--- config.mk ---
export PLATFORM = sky130hd
export DESIGN_NAME = pit_top_flat
export DESIGN_NICKNAME = d
export VERILOG_FILES = /design/src/rtl/pit_pkg.sv /design/src/rtl/pit_if.sv /design/src/rtl/pit_channel.sv /design/src/rtl/pit_top.sv /design/src/flat_wrapper.sv
export SDC_FILE = /design/constraint.sdc
export NUM_CORES = 1
export LEC_CHECK = 0
export BUFFER_PORTS_ARGS = -buffer_cell sky130_fd_sc_hd__buf_2
export CORE_UTILIZATION = 45
export DETAILED_ROUTE_END_ITERATION = 8
export PLACE_DENSITY = 0.72
export SETUP_SLACK_MARGIN = 0.4
export SLEW_MARGIN = 20
export SYNTH_ARGS = -nofsm -noshare
export SYNTH_HDL_FRONTEND = slang
export SYNTH_HIERARCHICAL = 1
export SYNTH_SLANG_ARGS = --single-unit
--- constraint.sdc ---
create_clock -name clk_i -period 4.3 [get_ports clk_i]
set_clock_uncertainty 0.2 [all_clocks]
set_input_delay 0.43 -clock clk_i [delete_from_list [all_inputs] [get_ports clk_i]]
set_output_delay 0.43 -clock clk_i [all_outputs]
set_load 0.01 [all_outputs]
--- src/rtl/pit_pkg.sv ---
// Shared constants and types for the programmable interval timer.
package pit_pkg;

    localparam logic [1:0] MODE_TC     = 2'd0;
    localparam logic [1:0] MODE_RATE   = 2'd2;
    localparam logic [1:0] MODE_SQUARE = 2'd3;

    typedef enum logic [1:0] {
        RW_LATCH = 2'b00,
        RW_LSB   = 2'b01,
        RW_MSB   = 2'b10,
        RW_BOTH  = 2'b11
    } rw_e;

    localparam logic [1:0] ADR_CH0  = 2'd0;
    localparam logic [1:0] ADR_CH1  = 2'd1;
    localparam logic [1:0] ADR_CH2  = 2'd2;
    localparam logic [1:0] ADR_CTRL = 2'd3;

    typedef enum logic [1:0] {
        IDLE      = 2'd0,
        WAIT_LOAD = 2'd1,
        COUNTING  = 2'd2
    } chan_state_e;

    // Unsupported modes fold onto the nearest supported behaviour.
    function automatic logic [1:0] map_mode(input logic [2:0] m);
        case (m)
            3'd2, 3'd6: map_mode = MODE_RATE;
            3'd3, 3'd7: map_mode = MODE_SQUARE;
            default:    map_mode = MODE_TC;
        endcase
    endfunction

endpackage

--- src/rtl/pit_if.sv ---
// Wishbone peripheral-side bundle for the interval timer.
interface pit_if;
    logic        cyc_i;
    logic        stb_i;
    logic        we_i;
    logic [3:0]  sel_i;
    logic [31:0] adr_i;
    logic [31:0] dat_i;
    logic [31:0] dat_o;
    logic        ack_o;

    modport master (
        output cyc_i, stb_i, we_i, sel_i, adr_i, dat_i,
        input  dat_o, ack_o
    );

    modport slave (
        input  cyc_i, stb_i, we_i, sel_i, adr_i, dat_i,
        output dat_o, ack_o
    );
endinterface

--- src/rtl/pit_channel.sv ---
// One 16-bit down-counter with pending count, read latch, byte pointers and
// the mode 0/2/3 output behaviour.
module pit_channel
    import pit_pkg::*;
(
    input  logic       clk_i,
    input  logic       rst_i,
    input  logic       tick_i,
    input  logic       ctrl_we_i,
    input  logic [1:0] rw_i,
    input  logic [2:0] mode_i,
    input  logic       latch_i,
    input  logic       wr_i,
    input  logic       rd_i,
    input  logic [7:0] wdata_i,
    output logic [7:0] rdata_o,
    output logic       out_o
);

    chan_state_e state_q, state_d;
    logic [1:0]  mode_q, mode_d;
    rw_e         rw_q, rw_d;
    logic [15:0] count_q, count_d;
    logic [15:0] reload_q, reload_d;
    logic [15:0] pending_q, pending_d;
    logic [15:0] latch_q, latch_d;
    logic        pend_valid_q, pend_valid_d;
    logic        latched_q, latched_d;
    logic [7:0]  lsb_q, lsb_d;
    logic        wr_msb_q, wr_msb_d;
    logic        rd_msb_q, rd_msb_d;
    logic        out_q, out_d;

    logic [15:0] nxt_cnt, nxt_rel, wr_val, src;
    logic        wr_done;
    logic [1:0]  new_mode;

    assign new_mode = map_mode(mode_i);

    function automatic logic [15:0] eff_count(input logic [1:0] mode, input logic [15:0] n);
        eff_count = (mode != MODE_TC && n == 16'd1) ? 16'd2 : n;
    endfunction

    // A stored 0 stands for 65536, hence the 17-bit comparison for mode 3.
    function automatic logic periodic_out(input logic [1:0] mode, input logic [15:0] cnt,
                                          input logic [15:0] rel);
        logic [16:0] c;
        logic [16:0] r;
        c = (cnt == 16'd0) ? 17'h10000 : {1'b0, cnt};
        r = (rel == 16'd0) ? 17'h10000 : {1'b0, rel};
        if (mode == MODE_SQUARE) periodic_out = (c > (r >> 1));
        else                     periodic_out = (cnt != 16'd1);
    endfunction

    always_comb begin
        state_d      = state_q;
        mode_d       = mode_q;
        rw_d         = rw_q;
        count_d      = count_q;
        reload_d     = reload_q;
        pending_d    = pending_q;
        pend_valid_d = pend_valid_q;
        latch_d      = latch_q;
        latched_d    = latched_q;
        lsb_d        = lsb_q;
        wr_msb_d     = wr_msb_q;
        rd_msb_d     = rd_msb_q;
        out_d        = out_q;
        nxt_cnt      = count_q;
        nxt_rel      = reload_q;
        wr_val       = 16'h0000;
        wr_done      = 1'b0;

        if (tick_i) begin
            case (state_q)
                WAIT_LOAD: begin
                    if (pend_valid_q) begin
                        nxt_cnt      = eff_count(mode_q, pending_q);
                        nxt_rel      = nxt_cnt;
                        pend_valid_d = 1'b0;
                        state_d      = COUNTING;
                        count_d      = nxt_cnt;
                        reload_d     = nxt_rel;
                        out_d        = (mode_q == MODE_TC) ? 1'b0
                                                           : periodic_out(mode_q, nxt_cnt, nxt_rel);
                    end
                end
                COUNTING: begin
                    if (mode_q == MODE_TC) begin
                        count_d = count_q - 16'd1;
                        if (count_q == 16'd1) out_d = 1'b1;
                    end else begin
                        if (count_q == 16'd1) begin
                            if (pend_valid_q) begin
                                nxt_rel      = eff_count(mode_q, pending_q);
                                pend_valid_d = 1'b0;
                            end
                            nxt_cnt = nxt_rel;
                        end else begin
                            nxt_cnt = count_q - 16'd1;
                        end
                        count_d  = nxt_cnt;
                        reload_d = nxt_rel;
                        out_d    = periodic_out(mode_q, nxt_cnt, nxt_rel);
                    end
                end
                default: ;
            endcase
        end

        // Bus actions are applied after the tick so they take priority.
        if (ctrl_we_i) begin
            mode_d       = new_mode;
            rw_d         = rw_e'(rw_i);
            wr_msb_d     = 1'b0;
            rd_msb_d     = 1'b0;
            latched_d    = 1'b0;
            pend_valid_d = 1'b0;
            state_d      = IDLE;
            out_d        = (new_mode == MODE_TC) ? 1'b0 : 1'b1;
        end

        if (latch_i && !latched_q) begin
            latch_d   = count_q;
            latched_d = 1'b1;
            rd_msb_d  = 1'b0;
        end

        if (wr_i) begin
            case (rw_q)
                RW_LSB: begin
                    wr_val  = {8'h00, wdata_i};
                    wr_done = 1'b1;
                end
                RW_MSB: begin
                    wr_val  = {wdata_i, 8'h00};
                    wr_done = 1'b1;
                end
                RW_BOTH: begin
                    if (wr_msb_q) begin
                        wr_val   = {wdata_i, lsb_q};
                        wr_done  = 1'b1;
                        wr_msb_d = 1'b0;
                    end else begin
                        lsb_d    = wdata_i;
                        wr_msb_d = 1'b1;
                    end
                end
                default: ;
            endcase
            if (mode_q == MODE_TC && rw_q != RW_LATCH) out_d = 1'b0;
            if (wr_done) begin
                pending_d    = wr_val;
                pend_valid_d = 1'b1;
                if (state_q == IDLE || mode_q == MODE_TC) state_d = WAIT_LOAD;
            end
        end

        if (rd_i) begin
            if (rw_q == RW_BOTH) begin
                rd_msb_d = ~rd_msb_q;
                if (rd_msb_q) latched_d = 1'b0;
            end else begin
                latched_d = 1'b0;
            end
        end
    end

    always_comb begin
        src = latched_q ? latch_q : count_q;
        case (rw_q)
            RW_MSB:  rdata_o = src[15:8];
            RW_BOTH: rdata_o = rd_msb_q ? src[15:8] : src[7:0];
            default: rdata_o = src[7:0];
        endcase
    end

    always_ff @(posedge clk_i or posedge rst_i) begin
        if (rst_i) begin
            state_q      <= IDLE;
            mode_q       <= MODE_TC;
            rw_q         <= RW_LATCH;
            count_q      <= 16'h0000;
            reload_q     <= 16'h0000;
            pending_q    <= 16'h0000;
            latch_q      <= 16'h0000;
            pend_valid_q <= 1'b0;
            latched_q    <= 1'b0;
            lsb_q        <= 8'h00;
            wr_msb_q     <= 1'b0;
            rd_msb_q     <= 1'b0;
            out_q        <= 1'b0;
        end else begin
            state_q      <= state_d;
            mode_q       <= mode_d;
            rw_q         <= rw_d;
            count_q      <= count_d;
            reload_q     <= reload_d;
            pending_q    <= pending_d;
            latch_q      <= latch_d;
            pend_valid_q <= pend_valid_d;
            latched_q    <= latched_d;
            lsb_q        <= lsb_d;
            wr_msb_q     <= wr_msb_d;
            rd_msb_q     <= rd_msb_d;
            out_q        <= out_d;
        end
    end

    assign out_o = out_q;

endmodule

--- src/rtl/pit_top.sv ---
// Three-channel interval timer: Wishbone decode, ack/read-data registers and
// the shared tick prescaler.
module pit_top
    import pit_pkg::*;
#(
    parameter int PRESCALE = 1
)
(
    input  logic       clk_i,
    input  logic       rst_i,
    pit_if.slave       bus,
    output logic [2:0] out_o
);

    localparam int PW = (PRESCALE > 1) ? $clog2(PRESCALE) : 1;

    logic [PW-1:0] presc_q, presc_d;
    logic          tick;
    logic          ack_q, ack_d;
    logic [31:0]   dat_q, dat_d;

    logic          access, honoured, wr_acc, rd_acc, ctrl_hit;
    logic [1:0]    reg_sel;
    logic [2:0]    ch_ctrl_we, ch_latch, ch_wr, ch_rd;
    logic [2:0][7:0] ch_rdata;
    logic          bus_unused;

    assign tick    = (presc_q == PW'(PRESCALE - 1));
    assign presc_d = tick ? '0 : presc_q + 1'b1;

    // An access fires once; the ack cycle itself blocks re-execution.
    assign access   = bus.cyc_i & bus.stb_i & ~ack_q;
    assign honoured = access & bus.sel_i[0];
    assign wr_acc   = honoured & bus.we_i;
    assign rd_acc   = honoured & ~bus.we_i;
    assign reg_sel  = bus.adr_i[3:2];
    assign ctrl_hit = wr_acc && (reg_sel == ADR_CTRL) && (bus.dat_i[7:6] != 2'b11);

    assign bus_unused = ^{bus.sel_i[3:1], bus.adr_i[31:4], bus.adr_i[1:0],
                          bus.dat_i[31:8], bus.dat_i[0]};

    generate
        for (genvar gi = 0; gi < 3; gi++) begin : g_ch
            assign ch_ctrl_we[gi] = ctrl_hit && (bus.dat_i[7:6] == 2'(gi))
                                    && (bus.dat_i[5:4] != RW_LATCH);
            assign ch_latch[gi]   = ctrl_hit && (bus.dat_i[7:6] == 2'(gi))
                                    && (bus.dat_i[5:4] == RW_LATCH);
            assign ch_wr[gi]      = wr_acc && (reg_sel == 2'(gi));
            assign ch_rd[gi]      = rd_acc && (reg_sel == 2'(gi));

            pit_channel u_ch (
                .clk_i     (clk_i),
                .rst_i     (rst_i),
                .tick_i    (tick),
                .ctrl_we_i (ch_ctrl_we[gi]),
                .rw_i      (bus.dat_i[5:4]),
                .mode_i    (bus.dat_i[3:1]),
                .latch_i   (ch_latch[gi]),
                .wr_i      (ch_wr[gi]),
                .rd_i      (ch_rd[gi]),
                .wdata_i   (bus.dat_i[7:0]),
                .rdata_o   (ch_rdata[gi]),
                .out_o     (out_o[gi])
            );
        end
    endgenerate

    always_comb begin
        ack_d = access;
        dat_d = dat_q;
        if (access) begin
            dat_d = 32'h0;
            if (rd_acc) begin
                case (reg_sel)
                    ADR_CH0: dat_d = {24'h0, ch_rdata[0]};
                    ADR_CH1: dat_d = {24'h0, ch_rdata[1]};
                    ADR_CH2: dat_d = {24'h0, ch_rdata[2]};
                    default: dat_d = 32'h0;
                endcase
            end
        end
    end

    always_ff @(posedge clk_i or posedge rst_i) begin
        if (rst_i) begin
            presc_q <= '0;
            ack_q   <= 1'b0;
            dat_q   <= 32'h0;
        end else begin
            presc_q <= presc_d;
            ack_q   <= ack_d;
            dat_q   <= dat_d;
        end
    end

    assign bus.ack_o = ack_q;
    assign bus.dat_o = dat_q;

endmodule

--- src/flat_wrapper.sv ---
// flat-port wrapper written by rule: the top's interface ports become plain ports
module pit_top_flat import pit_pkg::*;
#(
    parameter int PRESCALE = 1
)
  (clk_i, rst_i, out_o, bus_cyc_i, bus_stb_i, bus_we_i, bus_sel_i, bus_adr_i, bus_dat_i, bus_dat_o, bus_ack_o);
  pit_if bus_i ();
  input  logic clk_i;
  input  logic rst_i;
  output logic [2:0] out_o;
  input wire logic [$bits(bus_i.cyc_i)-1:0] bus_cyc_i;
  input wire logic [$bits(bus_i.stb_i)-1:0] bus_stb_i;
  input wire logic [$bits(bus_i.we_i)-1:0] bus_we_i;
  input wire logic [$bits(bus_i.sel_i)-1:0] bus_sel_i;
  input wire logic [$bits(bus_i.adr_i)-1:0] bus_adr_i;
  input wire logic [$bits(bus_i.dat_i)-1:0] bus_dat_i;
  output wire logic [$bits(bus_i.dat_o)-1:0] bus_dat_o;
  output wire logic [$bits(bus_i.ack_o)-1:0] bus_ack_o;
  assign bus_i.cyc_i = bus_cyc_i;
  assign bus_i.stb_i = bus_stb_i;
  assign bus_i.we_i = bus_we_i;
  assign bus_i.sel_i = bus_sel_i;
  assign bus_i.adr_i = bus_adr_i;
  assign bus_i.dat_i = bus_dat_i;
  assign bus_dat_o = bus_i.dat_o;
  assign bus_ack_o = bus_i.ack_o;
  pit_top #(.PRESCALE(PRESCALE)) u_core (.clk_i(clk_i), .rst_i(rst_i), .bus(bus_i), .out_o(out_o));
endmodule
==> results.sh, run 1 <==
export IMPL_fin_nets=2582
export IMPL_p_per_area_nw_per_um2=483
export IMPL_seq_area_um2=6470
export IMPL_path_max_fanout=8
export IMPL_hold_depth=3
export IMPL_dr_pass1_iters=7
export IMPL_wl_mm=62.6
export IMPL_grtUsageTotal_pct=27.8
export IMPL_syn_to_final_growth_pct=16.1
export IMPL_synth_warnings=6
export IMPL_p_leak_nw=10.0
export IMPL_cp_start_kind="register"
export IMPL_start_util_pct=46.0
export IMPL_grt_pass1_vias=17200
export IMPL_cts_buffers_inserted=29
export IMPL_ys_seq_area_share_pct=33.1
export IMPL_clockBufferDepth=3
export IMPL_cts_tree="yes"
export IMPL_chipWidth_um=210
export IMPL_via_per_inst=6.10
export IMPL_hold_viol=0
export IMPL_final_antenna_net_count=0
export IMPL_ir_drop_v=0.000400
export IMPL_multi_input_area_um2=12500
export IMPL_drv_cap=0
export IMPL_final_cell_area_um2=22700
export IMPL_fp_coreArea_um2=42400
export IMPL_crit_path_end_kind="register"
export IMPL_synth_async_sr_flop_share_pct=100
export IMPL_hp_class="in -> reg"
export IMPL_slew_viol_final=0
export IMPL_ys_seq_elements=258
export IMPL_ys_types=106
export IMPL_fp_dieH_um=210
export IMPL_drc=0
export IMPL_htreeDepth=1
export IMPL_place_area_um2=20900
export IMPL_period_share_pct=94.7
export IMPL_syn_avg_cell_area_um2=8.71
export IMPL_final_cell_mix="dfrtp_1, nand2_1, buf_4, o21ai_0, a21oi_1"
export IMPL_tightest_slew_ns=0.990
export IMPL_clock_sinks=258
export IMPL_layout_min_cycle_time_ns=4.07
export IMPL_ff2ff_path_depth=20
export IMPL_io_buffers=27
export IMPL_routedWlPerCell_um=21.1
export IMPL_grt_pass1_wl_mm=96.9
export IMPL_max_slew_margin_pct=33.1
export IMPL_grt_overflow=0
export IMPL_netlist_area_um2=19500
export IMPL_max_freq_ghz=0.246
export IMPL_layout_commonest_cell="dfrtp_1"
export IMPL_critPathArrivalTime_ns=4.32
export IMPL_outcome="complete, no violations"
export IMPL_fillers=3884
export IMPL_worstSetupPathType="reg -> reg"
export IMPL_io_pins=109
export IMPL_rows=75
export IMPL_clk_pin_slew_ns=0.06
export IMPL_rsz0062_at_grt="yes"
export IMPL_globalplace_congestion=1.00
export IMPL_grt_max_degree=60
export IMPL_fin_hold_ws_ns=0.0577
export IMPL_synth_edf_count=0
export IMPL_synthCells=2241
export IMPL_vias=18100
export IMPL_finalSetupViolCount=0
export IMPL_synthFlopType="dfrtp_1"
export IMPL_layout_drive_gt1_share_pct=23.1
export IMPL_required_ns=4.55
export IMPL_hpwl_mm=46.2
export IMPL_antenna_found_initial=3
export IMPL_die_area_um2=44200
export IMPL_clock_latency_ns=0.57
export IMPL_drt_iter0_drc=2064
export IMPL_cts_root_buffer="clkbuf_16"
state kept, by name (all words and copies together) (netlist names):
register,count
u_core/g_ch.u_ch/rd_msb_q,3
u_core/g_ch.u_ch/rw_q,6
u_core/bus.dat_o,8
u_core/g_ch.u_ch/wr_msb_q,3
u_core/bus.ack_o,1
u_core/g_ch.u_ch/pending_q,48
u_core/g_ch.u_ch/count_q,48
u_core/g_ch.u_ch/lsb_q,24
u_core/g_ch.u_ch/latched_q,3
u_core/g_ch.u_ch/state_q,6
u_core/g_ch.u_ch/latch_q,48
u_core/g_ch.u_ch/out_o,3
u_core/g_ch.u_ch/reload_q,48
u_core/g_ch.u_ch/mode_q,6
u_core/g_ch.u_ch/pend_valid_q,3
through the flow:
step	setup TNS (ns)	utilization, %	power, mW	cells	setup WS, ns
6_report	0	53.4	11.0	2962	0.229
5_1_grt	0	53.4	11.6	2961	0.105
4_1_cts	0	52.2	10.7	2946	0.132
3_5_place_dp	-0.0242	49.2	8.08	2881	-0.0242
3_3_place_gp	-0.0193	49.2	7.95	2881	-0.0193
2_1_floorplan	0	-	6.58	2280	0.412
cell families after synthesis:
group / after synthesis / synth area share [%]
AOI/OAI and AO/OA: 609 / 19.1
xor gates and xnor gates: 33 / 1.48
adders and majority gates: 145 / 9.28
buffers and inverters: 284 / 7.13
DFF: 258 / 33.1
muxes: 200 / 10.9
other: 2 / 0.0385
and+or+nand+nor: 710 / 19.1
path summary, 6_finish.rpt:
| check | from | to | slack [ns] |
|---|---|---|---|
| worst min-delay path | bus_dat_i[0] | u_core/g_ch[2].u_ch/pending_q[8]$_DFFE_PP0P_ | 0.06 |
| worst max register to register | u_core/g_ch[2].u_ch/count_q[0]$_DFFE_PP0P_ | u_core/g_ch[2].u_ch/out_o$_DFF_PP0_ | 0.23 |
| worst max-delay path | u_core/g_ch[2].u_ch/count_q[0]$_DFFE_PP0P_ | u_core/g_ch[2].u_ch/out_o$_DFF_PP0_ | 0.23 |
| worst min register to register | u_core/g_ch[2].u_ch/wr_msb_q$_DFF_PP0_ | u_core/g_ch[2].u_ch/wr_msb_q$_DFF_PP0_ | 0.29 |
| min in group asynchronous | rst_i | u_core/bus.ack_o$_DFF_PP0_ | 0.36 |
| max in group asynchronous | rst_i | u_core/g_ch[0].u_ch/count_q[8]$_DFFE_PP0P_ | 2.42 |
cell type report:
type	instances	share of cell area, %
inverter	112	1.89
clock inverter	9	0.353
timing repair buffer	224	7.27
tap	577	3.18
antenna	3	0.0331
multi-input combinational	1740	55.1
clock buffer	39	3.63
sequential	258	28.5
synth_stat cells, types with 12 or more instances:
master / instances / area, um2
mux2_2: 99 / 1110
o22ai_1: 46 / 288
nor2b_1: 39 / 244
nor4_1: 27 / 169
xor2_1: 14 / 123
inv_1: 110 / 413
buf_2: 12 / 60.1
dfrtp_1: 258 / 6460
xnor2_1: 19 / 166
nand4_1: 26 / 163
buf_4: 33 / 248
a221oi_1: 32 / 280
o211ai_1: 13 / 97.6
o21ai_0: 188 / 941
ha_1: 144 / 1800
a31oi_1: 22 / 138
mux2i_1: 101 / 1010
nor3_1: 61 / 305
a21oi_1: 169 / 846
o21a_1: 12 / 90.1
buf_6: 14 / 158
clkbuf_1: 95 / 357
nand2b_1: 15 / 93.8
nor2_1: 157 / 589
a211oi_1: 23 / 173
nand2_1: 233 / 875
nand3_1: 43 / 215
what timing repair did:
action | CTS | global route
pin swaps | 18 | 43
cloned | 1 | 1
resized for setup | 59 | 88
endpoints found under the setup margin | 3 | 3
buffers inserted | 15 | 12
hold endpoints to repair | 167 | 0
hold buffers | 1 | 0
critical path, stage by stage, from the launching register on:
cell	delay [ns]
dfrtp_2	0.45
ha_4	0.17
nor4b_4	0.13
nand4_2	0.10
or2_4	0.20
buf_8	0.15
buf_4	0.12
buf_4	0.11
nor2_2	0.04
a21oi_2	0.13
nand4_1	0.13
nor4_2	0.36
o21ai_1	0.12
ha_1	0.33
nand3_2	0.10
nor4_4	0.17
a41oi_2	0.15
o21ai_2	0.09
or3b_4	0.41
mux2i_4	0.18
o22ai_1	0.10
metal layers:
metal | vias to the layer above | part of all wire, % | wire, um | GRT usage [%]
li1 | 8307 | - | - | -
met1 | 8784 | 43 | 27000 | 38.5
met2 | 813 | 45 | 27900 | 43.5
met3 | 155 | 8.3 | 5180 | 4.38
met4 | 0 | 4.1 | 2550 | 10.4
met5 | - | 0 | 0 | 0
power by group:
group	total (mW)	switching [mW]	internal, mW
Sequential	3.36	0.547	2.81
Clock	2.43	1.05	1.39
Combinational	5.17	3.07	2.10
Total	11.0	4.66	6.29
No activity file was read; power rests on OpenSTA's default activity.
==> run 2: changes to the inputs <==
--- a/config.mk
+++ b/config.mk
@@ -6,10 +6,12 @@
 export NUM_CORES = 1
 export LEC_CHECK = 0
 export BUFFER_PORTS_ARGS = -buffer_cell sky130_fd_sc_hd__buf_2
+export CORE_ASPECT_RATIO = 1.75
 export CORE_UTILIZATION = 45
 export DETAILED_ROUTE_END_ITERATION = 8
 export PLACE_DENSITY = 0.72
 export SETUP_SLACK_MARGIN = 0.4
+export SKIP_CTS_REPAIR_TIMING = 1
 export SLEW_MARGIN = 20
 export SYNTH_ARGS = -nofsm -noshare
 export SYNTH_HDL_FRONTEND = slang
==> run 2 against run 1 <==
  * Wire length up 6.2%
  * Sequential power down 3%
  * Non-clock buffer count up 15
  * Cell count down 0.17%
  * Worst hold slack worse by 0.027 ns
  * Die area about the same
  * Power up 0.28%
  * Critical endpoint unchanged
==> results.sh, run 2 (same netlist as run 1, synthesis figures left out) <==
export IMPL_clockBufferDepth=3
export IMPL_io_buffers=27
export IMPL_cp_start_kind="register"
export IMPL_routedWlPerCell_um=22.5
export IMPL_chipWidth_um=159
export IMPL_globalplace_congestion=1.02
export IMPL_drv_cap=0
export IMPL_layout_commonest_cell="dfrtp_1"
export IMPL_hold_viol=0
export IMPL_clock_sinks=258
export IMPL_rows=100
export IMPL_antenna_found_initial=1
export IMPL_max_freq_ghz=0.233
export IMPL_required_ns=4.54
export IMPL_layout_drive_gt1_share_pct=21.2
export IMPL_tightest_slew_ns=1.14
export IMPL_die_area_um2=44300
export IMPL_antenna_cells=0
export IMPL_final_cell_area_um2=22400
export IMPL_fp_dieH_um=278
export IMPL_grt_pass1_vias=17900
export IMPL_rsz0062_at_grt="yes"
export IMPL_cts_buffers_inserted=26
export IMPL_fin_nets=2595
export IMPL_fillers=3924
export IMPL_drt_iter0_drc=1176
export IMPL_syn_to_final_growth_pct=14.5
export IMPL_path_cells="inv_2, ha_4, nor4b_4, nand4_4, or2_4, a21oi_4, nand4_1, nor4_2, o21ai_1, ha_1, nand3_2, nor4_2, a41oi_1, o21ai_1, or3b_4, mux2i_2, o22ai_1"
export IMPL_p_per_area_nw_per_um2=491
export IMPL_grt_pass1_wl_mm=102
export IMPL_hpwl_mm=51.6
export IMPL_clk_pin_slew_ns=0.07
export IMPL_fp_coreArea_um2=42700
export IMPL_seq_area_um2=6460
export IMPL_grtUsageTotal_pct=29.6
export IMPL_path_max_fanout=5
export IMPL_dpl_cell_count=2897
export IMPL_critPathMaxStageDelay_ns=0.42
export IMPL_drc=0
export IMPL_place_area_um2=21100
export IMPL_final_antenna_net_count=0
export IMPL_vias=18000
export IMPL_clock_latency_ns=0.57
export IMPL_p_leak_nw=10.0
export IMPL_grt_max_degree=53
export IMPL_crit_path_end_kind="register"
export IMPL_start_util_pct=45.8
export IMPL_io_pins=109
export IMPL_critPathArrivalTime_ns=4.54
export IMPL_multi_input_area_um2=12100
export IMPL_cts_root_buffer="clkbuf_16"
export IMPL_via_per_inst=6.08
export IMPL_worstSetupPathType="reg -> reg"
export IMPL_outcome="complete, no violations"
export IMPL_finalSetupViolCount=0
export IMPL_htreeDepth=1
export IMPL_final_cells=2957
export IMPL_hp_class="in -> reg"
export IMPL_final_cell_mix="dfrtp_1, nand2_1, buf_4, o21ai_0, a21oi_1"
export IMPL_grt_overflow=0
export IMPL_cts_tree="yes"
export IMPL_max_slew_margin_pct=23.0
export IMPL_wl_mm=66.5
export IMPL_dr_pass1_iters=8
export IMPL_slew_viol_final=0
export IMPL_ir_drop_v=0.000341
export IMPL_period_share_pct=99.9
export IMPL_layout_min_cycle_time_ns=4.30
export IMPL_slowest_stage="or3b_4"
## run 2: changes by cell type in the layout (fill, tap and decap cells not counted), sizes merged, moves of 2 or more
cell and change:
clkinvlp +2, buf +15, diode -3, or2 +3
bufinv +2, inv -3, clkbuf -2
## run 2: stage by stage
step           total power, mW  setup TNS (ns)  utilization [%]  hold slack (ns)  setup slack (ns)
2_1_floorplan             6.58               0                -           0.0579             0.412
3_3_place_gp              8.20               0             49.4            0.267           0.00327
3_5_place_dp              8.33         -0.0656             49.4            0.279           -0.0656
4_1_cts                   10.8          -0.118             51.5           -0.276            -0.118
5_1_grt                   11.6          -0.197             52.4           0.0856            -0.163
6_report                  11.0               0             52.4           0.0305           0.00472
## run 2: layout make-up
cell class	instances	share of cell area, %
clock buffers	37	3.41
clock inverters	9	0.582
inverters	112	1.90
multi-input cells	1741	54.3
flip-flops and latches	258	28.9
well taps	561	3.14
repair buffers	239	7.82
## run 2: worst paths after layout
| check | start | to | slack (ns) | depth (start not counted) |
|---|---|---|---|---|
| worst max-delay path | u_core/g_ch[2].u_ch/count_q[1]$_DFFE_PP0P_ | u_core/g_ch[2].u_ch/out_o$_DFF_PP0_ | 0.005 | 17 |
| worst min-delay path | bus_dat_i[0] | u_core/g_ch[2].u_ch/pending_q[8]$_DFFE_PP0P_ | 0.03 | 3 |
| worst max register to register | u_core/g_ch[2].u_ch/count_q[1]$_DFFE_PP0P_ | u_core/g_ch[2].u_ch/out_o$_DFF_PP0_ | 0.005 | 17 |
| worst min register to register | u_core/g_ch[2].u_ch/wr_msb_q$_DFF_PP0_ | u_core/g_ch[2].u_ch/wr_msb_q$_DFF_PP0_ | 0.31 | 2 |
| max in group asynchronous | rst_i | u_core/g_ch[0].u_ch/pending_q[7]$_DFFE_PP0P_ | 2.39 | 4 |
| min in group asynchronous | rst_i | u_core/bus.dat_o[6]$_DFFE_PP0N_ | 0.30 | 3 |
## run 2: routing by layer
| layer | global-route usage [%] | vias up | part of all wire [%] |
|---|---|---|---|
| met3 | 2.74 | 287 | 3.9 |
| met5 | 0 | - | 0.018 |
| li1 | - | 8317 | - |
| met4 | 25.0 | 2 | 9.4 |
| met1 | 30.1 | 8720 | 35 |
| met2 | 54.3 | 652 | 52 |
## run 2: worst max-delay path, delay by kind of cell (launching register included)
kind	cells	cell delay (ns)
muxes	1	0.20
and+or+nand+nor	8	2.12
DFF	1	0.40
adders and majority gates	2	0.45
AOI/OAI and AO/OA	5	0.70
buffers and inverters	1	0.09
## run 2: power by group
| part | leakage (nW) | internal, mW | switching [mW] |
|---|---|---|---|
| sequential | 3.30 | 2.80 | 0.465 |
| clock | 0.425 | 1.41 | 1.03 |
| combinational | 6.28 | 2.10 | 3.18 |
==> run 3: changes to the inputs <==
--- a/config.mk
+++ b/config.mk
@@ -7,6 +7,7 @@
 export LEC_CHECK = 0
 export BUFFER_PORTS_ARGS = -buffer_cell sky130_fd_sc_hd__buf_2
 export CORE_ASPECT_RATIO = 1.75
+export CORE_MARGIN = 1.5
 export CORE_UTILIZATION = 45
 export DETAILED_ROUTE_END_ITERATION = 8
 export PLACE_DENSITY = 0.72
==> run 3 against run 2 <==
  * Sequential power about the same
  * Power is 0.19% higher
  * Die area increased by 0.99%
  * Sequential share of layout area fell by 0.20 points
  * Flip-flop and latch count unchanged
  * Maximum frequency up 0.67%
  * Clock power about the same
  * Critical path depth increased by 1
  * Combinational power rose by 1%
  * Via count grew 0.91%
  * Non-clock buffer count grew 19
  * Wire length is 0.98% higher
  * Largest cell class unchanged
==> results.sh, run 3 (same netlist as run 1, synthesis figures left out) <==
export IMPL_fp_dieH_um=279
export IMPL_worstSetupPathType="reg -> reg"
export IMPL_final_cell_mix="dfrtp_1, nand2_1, buf_4, o21ai_0, a21oi_1"
export IMPL_crit_path_end_kind="register"
export IMPL_p_total_mw=11.0
export IMPL_clk_pin_slew_ns=0.06
export IMPL_vias=18100
export IMPL_clock_sinks=258
export IMPL_period_share_pct=99.2
export IMPL_globalplace_congestion=1.02
export IMPL_antenna_found_initial=1
export IMPL_htreeDepth=1
export IMPL_fin_hold_ws_ns=0.0783
export IMPL_drt_iter0_drc=1258
export IMPL_rsz0062_at_grt="yes"
export IMPL_required_ns=4.53
export IMPL_finalSetupViolCount=0
export IMPL_routedWlPerCell_um=22.6
export IMPL_grt_pass1_wl_mm=103
export IMPL_crit_start="u_core/g_ch[2].u_ch/count_q[1]$_DFFE_PP0P_"
export IMPL_wl_mm=67.2
export IMPL_final_antenna_net_count=0
export IMPL_cts_buffers_inserted=27
export IMPL_max_slew_margin_pct=34.9
export IMPL_grt_max_degree=55
export IMPL_clock_latency_ns=0.56
export IMPL_p_per_area_nw_per_um2=489
export IMPL_hpwl_mm=52.1
export IMPL_final_cell_area_um2=22500
export IMPL_layout_commonest_cell="dfrtp_1"
export IMPL_fin_nets=2614
export IMPL_layout_drive_gt1_share_pct=21.9
export IMPL_tightest_slew_ns=0.976
export IMPL_io_pins=109
export IMPL_hp_class="in -> reg"
export IMPL_drv_cap=0
export IMPL_cp_start_kind="register"
export IMPL_hold_viol=0
export IMPL_slew_viol_final=0
export IMPL_via_per_inst=6.09
export IMPL_max_freq_ghz=0.234
export IMPL_grt_overflow=0
export IMPL_p_leak_nw=10.1
export IMPL_chipWidth_um=160
export IMPL_dr_pass1_iters=5
export IMPL_die_area_um2=44700
export IMPL_cts_root_buffer="clkbuf_16"
export IMPL_r2r_start="u_core/g_ch[2].u_ch/count_q[1]$_DFFE_PP0P_"
export IMPL_io_buffers=27
export IMPL_cts_tree="yes"
export IMPL_syn_to_final_growth_pct=15.4
export IMPL_place_area_um2=21200
export IMPL_path_max_fanout=5
export IMPL_outcome="complete, no violations"
export IMPL_layout_min_cycle_time_ns=4.27
export IMPL_ir_drop_v=0.000319
export IMPL_antenna_cells=0
export IMPL_clockBufferDepth=3
export IMPL_start_util_pct=45.8
export IMPL_tns_ns=0
export IMPL_grtUsageTotal_pct=29.7
export IMPL_rows=100
export IMPL_final_core_util_pct=52.8
export IMPL_drc=0
export IMPL_fp_coreArea_um2=42700
export IMPL_grt_pass1_vias=18400
export IMPL_min_from="bus_dat_i[0]"
export IMPL_critPathArrivalTime_ns=4.50
export IMPL_r2r_setup_slack_ns=0.03
-- run 3: changes by cell type in the layout (fill, tap and decap cells not counted), sizes merged --
cell | previous run | this run
buf | 238 | 257
clkbuf | 37 | 38
clkinv | 6 | 9
clkinvlp | 4 | 2
or2 | 13 | 12
-- run 3: layout make-up --
cell class	count	area (um2)
clock inverter	10	146
timing repair buffer	258	1900
fill	3966	20100
clock buffer	38	757
sequential	258	6460
inverter	112	428
tap	561	702
multi-input combinational	1740	12100
-- run 3: metal layers --
metal	up-vias	routed length (um)	part of all wire, %	GRT usage, %
met3	285	2690	4.0	2.41
li1	8367	-	-	-
met1	8785	23300	35	30.2
met5	-	0	0	0
met4	0	6270	9.3	24.3
met2	705	34900	52	55.0
-- run 3: through the flow --
| stage | cells | setup WS [ns] |
|---|---|---|
| after detailed placement | 2908 | -0.00291 |
| after CTS | 2956 | -0.0954 |
| after global routing | 2977 | -0.177 |
| final | 2977 | 0.0332 |
| after floorplan | 2280 | 0.412 |
| after global placement | 2908 | 0.0954 |
-- run 3: final timing paths --
kind	depth (start not counted)	endpoint
max in group asynchronous	4	u_core/g_ch[2].u_ch/count_q[0]$_DFFE_PP0P_
worst max register to register	18	u_core/g_ch[2].u_ch/out_o$_DFF_PP0_
min in group asynchronous	3	u_core/bus.ack_o$_DFF_PP0_
worst max-delay path	18	u_core/g_ch[2].u_ch/out_o$_DFF_PP0_
worst min register to register	1	u_core/g_ch[0].u_ch/lsb_q[7]$_DFFE_PP0P_
worst min-delay path	3	u_core/g_ch[0].u_ch/pending_q[8]$_DFFE_PP0P_
-- run 3: report_power, final --
group / leakage (nW) / internal (mW) / total [mW] / switching, mW
Clock: 0.440 / 1.41 / 2.43 / 1.02
Sequential: 3.30 / 2.80 / 3.24 / 0.434
Combinational: 6.38 / 2.12 / 5.35 / 3.23
Total: 10.1 / 6.33 / 11.0 / 4.67
-- run 3: worst max-delay path, stage by stage, from the launching register on --
cell     delay, ns
dfrtp_1       0.40
inv_2         0.08
ha_4          0.12
nor4b_4       0.26
nand4_4       0.23
or2_4         0.39
a21oi_4       0.16
nand4_1       0.13
nor4_2        0.26
buf_4         0.16
o21ai_2       0.05
ha_1          0.31
nand3_2       0.09
nor4_2        0.30
a41oi_1       0.16
o21ai_1       0.15
or3b_4        0.39
mux2i_1       0.17
o22ai_1       0.11
